File: src/rtl/seg7_scan_driver_pkg.sv
// Shared constants for the multiplexed 7-segment scan driver.
// Combinational helpers only; no latency.
// No flow control: these are plain constants and a helper function.
package seg7_scan_driver_pkg;

    // Active-high segment patterns, bit order {g,f,e,d,c,b,a}
    localparam logic [6:0] SEG_0    = 7'b0111111;
    localparam logic [6:0] SEG_1    = 7'b0000110;
    localparam logic [6:0] SEG_2    = 7'b1011011;
    localparam logic [6:0] SEG_3    = 7'b1001111;
    localparam logic [6:0] SEG_4    = 7'b1100110;
    localparam logic [6:0] SEG_5    = 7'b1101101;
    localparam logic [6:0] SEG_6    = 7'b1111101;
    localparam logic [6:0] SEG_7    = 7'b0000111;
    localparam logic [6:0] SEG_8    = 7'b1111111;
    localparam logic [6:0] SEG_9    = 7'b1101111;
    localparam logic [6:0] SEG_DASH = 7'b1000000;

    localparam logic [2:0] IDX_HOUR_H   = 3'd0;
    localparam logic [2:0] IDX_HOUR_L   = 3'd1;
    localparam logic [2:0] IDX_MINUTE_H = 3'd2;
    localparam logic [2:0] IDX_MINUTE_L = 3'd3;
    localparam logic [2:0] IDX_SECOND_H = 3'd4;
    localparam logic [2:0] IDX_SECOND_L = 3'd5;

    // Field values are bit positions inside blink_mask
    localparam logic [1:0] FIELD_HOUR   = 2'd2;
    localparam logic [1:0] FIELD_MINUTE = 2'd1;
    localparam logic [1:0] FIELD_SECOND = 2'd0;

    function automatic logic [1:0] field_of(input logic [2:0] idx);
        case (idx)
            IDX_HOUR_H, IDX_HOUR_L:     field_of = FIELD_HOUR;
            IDX_MINUTE_H, IDX_MINUTE_L: field_of = FIELD_MINUTE;
            default:                    field_of = FIELD_SECOND;
        endcase
    endfunction

endpackage

File: src/rtl/seg7_scan_driver_decode.sv
// BCD nibble to active-high 7-segment pattern; codes 10..15 render a dash.
// Purely combinational, zero latency.
// No flow control.
module bcd_to_seg7_decode
    import seg7_scan_driver_pkg::*;
(
    input  logic [3:0] bcd,
    output logic [6:0] pattern
);

    always_comb begin
        pattern = SEG_DASH;
        case (bcd)
            4'd0: pattern = SEG_0;
            4'd1: pattern = SEG_1;
            4'd2: pattern = SEG_2;
            4'd3: pattern = SEG_3;
            4'd4: pattern = SEG_4;
            4'd5: pattern = SEG_5;
            4'd6: pattern = SEG_6;
            4'd7: pattern = SEG_7;
            4'd8: pattern = SEG_8;
            4'd9: pattern = SEG_9;
            default: pattern = SEG_DASH;
        endcase
    end

endmodule

File: src/rtl/seg7_scan_driver.sv
// Time-multiplexes six BCD digits onto a shared 7-segment bus with blanking and field blink.
// All pins registered: pins reflect scan state one cycle later.
// No backpressure: inputs are sampled once per frame into shadow registers.
module seg7_scan_driver
    import seg7_scan_driver_pkg::*;
#(
    parameter int SCAN_DIV       = 50000,
    parameter int BLANK_CYCLES   = 500,
    parameter int BLINK_DIV      = 25000000,
    parameter bit SEG_ACTIVE_LOW = 1'b1,
    parameter bit DIG_ACTIVE_LOW = 1'b1
) (
    input  logic        clk,
    input  logic        rst,
    input  logic [23:0] digits,
    input  logic [2:0]  blink_mask,
    output logic [6:0]  seg,
    output logic        dp,
    output logic [5:0]  dig_sel,
    output logic        frame_done
);

    localparam int SLOT_W  = $clog2(SCAN_DIV);
    localparam int BLINK_W = (BLINK_DIV > 1) ? $clog2(BLINK_DIV) : 1;

    localparam logic [SLOT_W-1:0]  SLOT_LAST  = SLOT_W'(SCAN_DIV - 1);
    localparam logic [SLOT_W-1:0]  BLANK_END  = SLOT_W'(BLANK_CYCLES);
    localparam logic [BLINK_W-1:0] BLINK_LAST = BLINK_W'(BLINK_DIV - 1);

    localparam logic [6:0] SEG_OFF = {7{SEG_ACTIVE_LOW}};
    localparam logic [5:0] DIG_OFF = {6{DIG_ACTIVE_LOW}};

    logic [SLOT_W-1:0]  slot_cnt;
    logic [2:0]         dig_idx;
    logic [BLINK_W-1:0] blink_cnt;
    logic               blink_phase;
    logic [23:0]        shadow_digits;
    logic [2:0]         shadow_mask;
    logic               load_pend;

    logic [23:0] cur_digits;
    logic [2:0]  cur_mask;
    logic [3:0]  cur_bcd;
    logic [6:0]  dec_pattern;
    logic        slot_last;
    logic        frame_end;
    logic        in_blank;
    logic        blinked;
    logic        visible;
    logic        is_colon;
    logic [5:0]  dig_onehot;

    // The first cycle after reset shows the live inputs so the frame opens on fresh data
    assign cur_digits = load_pend ? digits     : shadow_digits;
    assign cur_mask   = load_pend ? blink_mask : shadow_mask;

    always_comb begin
        cur_bcd = cur_digits[3:0];
        case (dig_idx)
            IDX_HOUR_H:   cur_bcd = cur_digits[23:20];
            IDX_HOUR_L:   cur_bcd = cur_digits[19:16];
            IDX_MINUTE_H: cur_bcd = cur_digits[15:12];
            IDX_MINUTE_L: cur_bcd = cur_digits[11:8];
            IDX_SECOND_H: cur_bcd = cur_digits[7:4];
            default:      cur_bcd = cur_digits[3:0];
        endcase
    end

    bcd_to_seg7_decode u_decode (
        .bcd     (cur_bcd),
        .pattern (dec_pattern)
    );

    assign slot_last  = (slot_cnt == SLOT_LAST);
    assign frame_end  = slot_last && (dig_idx == IDX_SECOND_L);
    assign in_blank   = (slot_cnt < BLANK_END);
    assign blinked    = !blink_phase && cur_mask[field_of(dig_idx)];
    assign visible    = !in_blank && !blinked;
    assign is_colon   = (dig_idx == IDX_HOUR_L) || (dig_idx == IDX_MINUTE_L);
    assign dig_onehot = 6'b100000 >> dig_idx;

    always_ff @(posedge clk) begin
        if (rst) begin
            slot_cnt      <= '0;
            dig_idx       <= IDX_HOUR_H;
            blink_cnt     <= '0;
            blink_phase   <= 1'b1;
            shadow_digits <= '0;
            shadow_mask   <= '0;
            load_pend     <= 1'b1;
            seg           <= SEG_OFF;
            dp            <= SEG_ACTIVE_LOW;
            dig_sel       <= DIG_OFF;
            frame_done    <= 1'b0;
        end else begin
            slot_cnt <= slot_last ? '0 : slot_cnt + 1'b1;
            if (slot_last) begin
                dig_idx <= (dig_idx == IDX_SECOND_L) ? IDX_HOUR_H : dig_idx + 3'd1;
            end

            if (blink_cnt == BLINK_LAST) begin
                blink_cnt   <= '0;
                blink_phase <= ~blink_phase;
            end else begin
                blink_cnt <= blink_cnt + 1'b1;
            end

            load_pend <= 1'b0;
            if (load_pend || frame_end) begin
                shadow_digits <= digits;
                shadow_mask   <= blink_mask;
            end

            seg        <= (visible ? dec_pattern : 7'b0) ^ SEG_OFF;
            dp         <= (visible && is_colon) ^ SEG_ACTIVE_LOW;
            dig_sel    <= (visible ? dig_onehot : 6'b0) ^ DIG_OFF;
            frame_done <= frame_end;
        end
    end

endmodule
File: config.mk
export PLATFORM = sky130hd
export DESIGN_NAME = seg7_scan_driver
export DESIGN_NICKNAME = d
export VERILOG_FILES = /design/src/rtl/seg7_scan_driver_pkg.sv /design/src/rtl/seg7_scan_driver_decode.sv /design/src/rtl/seg7_scan_driver.sv
export SDC_FILE = /design/constraint.sdc
export NUM_CORES = 1
export LEC_CHECK = 0
export CAP_MARGIN = 0
export CORE_ASPECT_RATIO = 2
export CORE_UTILIZATION = 63
export CTS_BUF_LIST = sky130_fd_sc_hd__clkbuf_4 sky130_fd_sc_hd__clkbuf_8
export CTS_CLUSTER_SIZE = 24
export DETAILED_ROUTE_END_ITERATION = 16
export GPL_TIMING_DRIVEN = 1
export PLACE_DENSITY_LB_ADDON = 0.1
export SYNTH_ARGS = -nofsm -noshare
export SYNTH_HDL_FRONTEND = slang
export SYNTH_SLANG_ARGS = --single-unit
File: constraint.sdc
create_clock -name clk -period 6.9 [get_ports clk]
set_input_delay 1.035 -clock clk [delete_from_list [all_inputs] [get_ports clk]]
set_output_delay 1.035 -clock clk [all_outputs]
set_load 0.05 [all_outputs]
Yosys cells after proc, flatten, opt, wreduce, memory -nomap -nowiden
Memories as Yosys holds them, arrays and structs flattened.
Index checks and enable logic that the tools add are counted.
{ "word_totals": {"mem_count": 1, "output_inout_bits": 15, "latch_bits": 0, "ff_bits": 88, "wordCells": 53, "romBits": 112, "ramBits": 0} }
{ "op_classes": {"n_eq_ne": 7, "bitwise_logic": 4, "muxes": 10, "n_mul": 0, "n_reduce_logical": 14, "n_lt_le_gt_ge": 2, "n_div": 0, "n_shift": 1, "n_addsub": 3} }
{ "memory_table": {"columns": ["memory", "words", "width", "rd", "rd_clocked_by_memory_dff", "wr", "line", "source"], "rows": [
  ["(name not given)", 16, 7, 1, 0, 0, "seg7_scan_driver_decode.sv:13", "case (bcd)"]
]} }
{ "ops": {"columns": ["op", "count"], "rows": [
  ["25-bit by 1-bit adder with 25-bit output, second input constant", 1],
  ["25-bit == test, second input constant", 1],
  ["24-bit 2-to-1 mux", 1],
  ["4-bit case mux with 5 select lines", 1],
  ["16-bit by 1-bit adder with 16-bit output, second input constant", 1],
  ["16-bit == test, second input constant", 1],
  ["16-bit by 9-bit less-than comparator with 1-bit output, second input constant", 1],
  ["2-bit OR reduction", 4],
  ["7-bit 2-to-1 mux", 1],
  ["7-bit inverter", 1],
  ["3-bit by 2-bit == test with 1-bit output, second input constant", 2],
  ["3-bit == test, second input constant", 2],
  ["3-bit 2-to-1 mux", 2],
  ["6-bit 2-to-1 mux", 1],
  ["6-bit inverter", 1],
  ["6-bit by 3-bit right shift with 6-bit output, first input constant", 1],
  ["1-bit logical AND", 4],
  ["2-bit case mux with 2 select lines", 1],
  ["3-bit by 1-bit adder with 3-bit output, second input constant", 1],
  ["3-bit by 1-bit == test with 1-bit output, second input constant", 1],
  ["1-bit zero test", 3],
  ["3-bit zero test", 1],
  ["2-bit by 3-bit less-than comparator with 1-bit output, second input constant", 1],
  ["1-bit binary-select mux with 2-bit select", 1],
  ["3 further kinds", 6]
]} }

Logic depth before layout (Yosys ltp)
{ "depth": {"depth_word": 10, "ltp_mapped": 12, "ltp_nobuf": 10} }

Modules after synthesis
Synthesis repeated with hierarchy kept, for this count alone.
{ "hier_totals": {"cells_unflattened": 465, "area_unflattened_um2": 4272.8} }
{ "by_module_without_submodules": {"columns": ["mod", "cells_each", "area_per_inst_um2", "n_inst"], "rows": [
  ["seg7_scan_driver", 436, 4040.1, 1],
  ["bcd_to_seg7_decode", 29, 232.7, 1]
]} }

Worst setup path before layout
No wires, ideal clock.
{ "synth_path": {"path_type": "input-to-reg", "start": "in digits[11]", "end": "reg seg[0]", "setup_slack_ns": 4.388, "n_path_buf": 0, "t_required_ns": 6.766, "cell_stages": 5, "arrival_time_ns": 2.378, "path_cell_list": "mux2_4 a222oi_1 a31oi_2 nor4b_4 a22oi_1"} }
{ "synth_via": {"elab_chain_cells": 5} }
{ "synth_rtl": {"columns": ["item", "line", "source"], "rows": [
  ["start, declared", "seg7_scan_driver.sv:15", "input logic [23:0] digits,"],
  ["24-bit 2-to-1 mux", "seg7_scan_driver.sv:54", "assign cur_digits = load_pend ? digits : shadow_digits;"],
  ["4-bit case mux with 5 select lines", "seg7_scan_driver.sv:59", "case (dig_idx)"],
  ["memory 16 x 7 bit", null, null],
  ["7-bit 2-to-1 mux", "seg7_scan_driver.sv:114", "seg <= (visible ? dec_pattern : 7'b0) ^ SEG_OFF;"],
  ["7-bit inverter (no source line)", null, null],
  ["end signal, assigned", "seg7_scan_driver.sv:114", null],
  ["end, declared", "seg7_scan_driver.sv:17", "output logic [6:0] seg,"]
]} }
Every way passes these cells.
A chain may end at the register's enable or synchronous reset.

Worst setup path in the final report
{ "layout_path": {"start": "reg dig_idx[2]", "end": "reg seg[4]"} }
{ "layout_via": {"elab_chain_cells": 10, "word_cells_on_any_way": 17, "cone_classes": "4 x eq/ne; 5 x mux; 1 x bitwise; 6 x reduce/logical; 1 x memory"} }
{ "layout_rtl": {"columns": ["item", "line", "source"], "rows": [
  ["start, declared", "seg7_scan_driver.sv:34", "logic [2:0] dig_idx;"],
  ["start signal, assigned", "seg7_scan_driver.sv:98", "dig_idx <= (dig_idx == IDX_SECOND_L) ? IDX_HOUR_H : dig_idx + 3'd1;"],
  ["3-bit by 2-bit == test with 1-bit output (tied with other cells)", "seg7_scan_driver_pkg.sv:32, seg7_scan_driver.sv:59", null],
  ["2-bit OR reduction", "seg7_scan_driver_pkg.sv:32", "case (idx)"],
  ["2-bit case mux with 2 select lines", "seg7_scan_driver_pkg.sv:32", null],
  ["1-bit binary-select mux with 2-bit select", "seg7_scan_driver.sv:77", "assign blinked = !blink_phase && cur_mask[field_of(dig_idx)];"],
  ["1-bit 2-to-1 mux (not written as such)", "seg7_scan_driver.sv:77", null],
  ["1-bit logical AND", "seg7_scan_driver.sv:77", null],
  ["1-bit zero test", "seg7_scan_driver.sv:78", "assign visible = !in_blank && !blinked;"],
  ["1-bit logical AND", "seg7_scan_driver.sv:78", null],
  ["7-bit 2-to-1 mux *", "seg7_scan_driver.sv:114", null],
  ["7-bit inverter (no source line) *", null, null]
]} }
Every way passes the cells marked *; elsewhere a longest branch is shown, timed or not. The select of a mux whose other input is x is not followed.

==> impl_metrics.csv <==
group,metric,value,unit
outcome,status,"completed",
power_and_ir_drop,p_per_area,199.6,nW/um^2
synth,synthMostInstantiatedCell,"dfxtp_1",
cts,cts-resized-gates,0,
global_route,grt_max_degree,37,
routing,antenna_left,0,
sta,finalClockSkew,11.11,ps
layout,syn_to_final_growth,14.29,%
synth,netlist_area,4106,um^2
global_route,overflow,0,
sta,relSlewSlack,18.53,%
cts,h-tree-depth,3,
synth,syn_inst,459,
sta,rsz0062_at_grt,"no",
synth,yosys_warnings,0,
sta,final-setup-viol-count,0,
synth,yosys_register_bits,88,
layout,antenna_cells,0,
routing,avgViaCountPerCell,5.717,
critical_path,cp-start-kind,"register",
cts,cts.clk_slew.worst_paths,90,ps
die,core_area,6310,um^2
critical_path,worstPathArrival,3200,ps
routing,drc,0,
routing,vias,3333,
die,die_area,6865,um^2
routing,post_drt_wl_per_cell,15.14,um
layout,layout.nets,529,
synth,synth_common_cells,"dfxtp_1, nand2_1, nor2_1",
synth,yosys_most_used_dff,"dfxtp_1",
cts,post_cts_buffers,0,
global_route,grt_antenna_before_repair,0,
critical_path,worstPathMaxFanout,12,
sta,drv_slew,0,
power_and_ir_drop,leakage,1.740,nW
synth,syn_avg_cell_area,8.946,um^2
place,port_buffers,43,
place,place_congestion,0.8302,
routing,wl,8828,um
cts,clkLatencyLatePin,380,ps
sta,hold_viol,0,
synth,ys_types,52,
synth,synth_top_area_cell,"dfxtp_1",
die,initial_core_util,65.08,%
power_and_ir_drop,finalPower,0.9368,mW
synth,async_flop_share,0,%
critical_path,r2r_cells,9,
layout,drive_above_1_share,10.06,%
global_route,grt_pass1_wl,14220,um
synth,yosysTopAreaCellShare,42.90,%
cts,hold_buffers,0,
cts,root_buffer,"clkbuf_8",
die,io_pins,44,
die,die_h,116.2,um
power_and_ir_drop,ir_worst_vdd,162.8,uV
global_route,track_usage,28.01,%
sta,fin_setup_tns,0,ps
critical_path,cp.required,7210,ps
global_route,grt_pass1_vias,3238,
synth,synth_nets,496,
critical_path,crit_type,"register to register",
cts,cts_buffers,9,
cts,clockBufferDepth,2,
sta,tightest_slew,1222,ps
synth,ys_seq_area_share,42.90,%
routing,drt_iter0_drc,175,
sta,finalCritPeriodShare,41.87,%
run,drv_cap,0,
sta,fmax,346.2,MHz
die,die_x,59.09,um
sta,fin_crit,2889,ps
routing,dr.pass1.iters,5,
cts,clock_sinks,88,
min_path,hp-class,"register to register",
min_path,holdPathStages,1,
place,post-dp-hpwl,6504,um
synth,synth_edf_count,0,
die,rows,41,
cts,cts_tree,"yes",
critical_path,endpoint_kind,"register",
synth,ys_top_cells_by_area,"dfxtp_1, nand2_1, nor2_1",
per-layer routing:
| layer | vias up | share of wire, % | global-route usage (%) |
|---|---|---|---|
| met2 | 80 | 57 | 53.94 |
| li1 | 1648 | - | - |
| met3 | 27 | 4.0 | 4.983 |
| met4 | 0 | 3.5 | 16.51 |
| met5 | - | 0 | 0 |
| met1 | 1578 | 36 | 26.13 |
report_power, final:
part / internal (mW) / switching, mW / total (mW)
clock: 0.152 / 0.175 / 0.327
combinational: 0.0413 / 0.0426 / 0.0839
sequential: 0.519 / 0.00657 / 0.526
final cells by class:
cell class / instances / area (um^2)
fill: 505 / 1617
timing repair buffer: 45 / 445.4
clock buffer: 13 / 160.2
inverter: 12 / 45.04
multi-input combinational: 336 / 2156
tap: 86 / 107.6
clock inverter: 3 / 17.52
sequential: 88 / 1762
layout by cell type, fill, tap and decap left out, drive strengths merged, types with 2 or more instances in the layout:
cell           count
nand2b             2
dfxtp             88
clkbuf            13
mux4               4
nor3b              4
mux2i              8
nand3             15
o21ai              7
clkinv             2
a222oi             4
xor2              17
or3                2
nor3               7
and2               4
and3              13
and4               2
or4                3
nor4               9
a21oi             31
a31oi              2
a22oi              5
inv               12
mux2              16
clkdlybuf4s50     43
buf                2
nand2             76
a31o               2
nor2              53
nand4             11
ha                 8
xnor2             20
cells by family (layout without fill, tap and decap cells):
| family | Yosys count | count (layout) | synth area share [%] |
|---|---|---|---|
| compound gates | 56 | 56 | 8.623 |
| simple gates | 206 | 206 | 24.56 |
| xor+xnor | 37 | 37 | 7.892 |
| buf+inv | 35 | 73 | 4.601 |
| fa+ha+maj | 9 | 9 | 2.712 |
| flops | 88 | 88 | 42.90 |
| mux | 28 | 28 | 8.714 |
state kept, by name (all words and copies together) (netlist names), 3 cells and up:
| signal | flops |
|---|---|
| shadow_mask | 3 |
| slot_cnt | 16 |
| dig_sel | 6 |
| blink_cnt | 25 |
| dig_idx | 3 |
| seg | 7 |
| shadow_digits | 24 |
final timing paths:
path         slack (ps)    startpoint            to
max                4010    dig_idx[2]        seg[4]
min                 440  blink_cnt[0]  blink_cnt[0]
max reg2reg        4010    dig_idx[2]        seg[4]
min reg2reg         440  blink_cnt[0]  blink_cnt[0]
metrics by stage:
stage | hold WS (ps) | area (um^2) | instances | utilization (%) | worst slack, ps
final | 438.3 | 4693 | 583 | 74.38 | 4011
after global routing | 468.6 | 4693 | 583 | 74.38 | 3766
after CTS | 444.6 | 4693 | 583 | 74.38 | 4027
after detailed placement | 432.9 | 4516 | 567 | 71.56 | 3645
after global placement | 423.5 | 4516 | 567 | 71.56 | 3738
after floorplan | 413.2 | 4106 | 459 | - | 4388
worst max-delay path, stage by stage (launching register included):
cell and delay, ps:
dfxtp_1 650, inv_1 170, ha_1 370, inv_1 160, nand2_1 130, a31oi_1 490, inv_1 180, ha_1 240
mux2_2 270, a22oi_2 140
Power figures use the tool's default switching activity.
==> edit, RTL diff (same flow settings) <==
`SEG_ACTIVE_LOW`: 1'b1 -> 1'b0.
--- a/src/rtl/seg7_scan_driver.sv
+++ b/src/rtl/seg7_scan_driver.sv
@@ -9,3 +9,3 @@
     parameter int BLINK_DIV      = 25000000,
-    parameter bit SEG_ACTIVE_LOW = 1'b1,
+    parameter bit SEG_ACTIVE_LOW = 1'b0,
     parameter bit DIG_ACTIVE_LOW = 1'b1
Function: changed (a bounded check fails within 4 cycles, from zero or initial values and one cycle with rst high).
==> edit against the original RTL <==
- routed wire length shrank 1.1%
- sequential share of layout area shrank 0.17 points
- power grew 7.6%
- sequential cell count is the same
- non-clock buffer count grew 1
- count of clock-buffer cells in the layout is the same
- setup slack lost 0.25 ns
- via count shrank 1.1%
- highest routed layer unchanged
- core utilization grew 0.95 points
- final cell count grew 0.51%
- hold slack gained 0.016 ns
- synthesized area shrank 1.4%
- final area grew 0.45%
==> edit: results <==
group,metric,value,unit
routing,routed-via-count,3296,
final_layout,stdcell_count,586,
timing,clock-skew-final,0.0125,ns
placement,placed_cells_incl_taps,570,
routing,firstDrtPassIters,4,
placement,detailed_place.area,4490,um2
final_layout,post_route_cells_drive_above_1_share,8.40,%
pwr,clk-power,0.398,mW
synthesis,syn-num-nets,498,
routing,wl_per_cell,14.9,um
global_route,global_route_wire_length_before_repair,14000,um
placement,hpwlAfterDp,6240,um
critical_path,slowest_stage,"o21ai_0",
critical_path,cp-endpoint,"seg[1]",
placement,place_worst_setup_slack,3.58,ns
clock_tree,clock_latency,0.36,ns
hold_path,holdPathEnd,"shadow_digits[6]",
timing,final.hold.worst_slack,0.454,ns
hold_path,hold_path.startpoint,"shadow_digits[6]",
final_layout,nets,533,
global_route,grt.total_usage,27.6,%
status,result_of_the_run,"completed",
synthesis,yosys_cell_types,54,
pwr,peakVddDrop,169,uV
placement,gpl.final_weighted_congestion,0.883,
synthesis,synth-compound-area-share,8.22,%
synthesis,yosysSeqAreaShare,43.5,%
synthesis,fraction_of_synthesized_area_in_multiplexers,8.46,%
hold_path,worstHoldPathCells,2,
synthesis,post_synth_most_frequent_cells,"dfxtp_1, nand2_1, nor2_1",
final_layout,fillCellCount,498,
pwr,cellPowerDensity,214,nW/um2
global_route,grt_pass1_vias,3193,
## edit: changes by cell type after synthesis, moves of 4 or more
| cell | unedited run | this run |
|---|---|---|
| nor2b_1 | 0 | 4 |
| nand3_1 | 15 | 22 |
| nand4_1 | 11 | 6 |
| buf_6 | 5 | 1 |
| nand2_1 | 76 | 81 |
| nor2_1 | 53 | 57 |
## edit: layer usage
layer	up-vias	wire (um)	share of wire, %	track usage, %
met5	-	0	0	0
met3	28	328	3.8	4.84
met2	92	4810	55	50.9
met4	0	380	4.4	19.0
li1	1630	-	-	-
met1	1546	3210	37	26.8
## edit: cell type report
class                   count  area [um2]  area share [%]
multi-input cells         341        2130            45.2
well taps                  86         108            2.28
inverters                   9        33.8           0.717
clock buffers              13         160            3.40
flip-flops and latches     88        1760            37.4
clock inverters             3        65.1            1.38
repair buffers             46         453            9.61
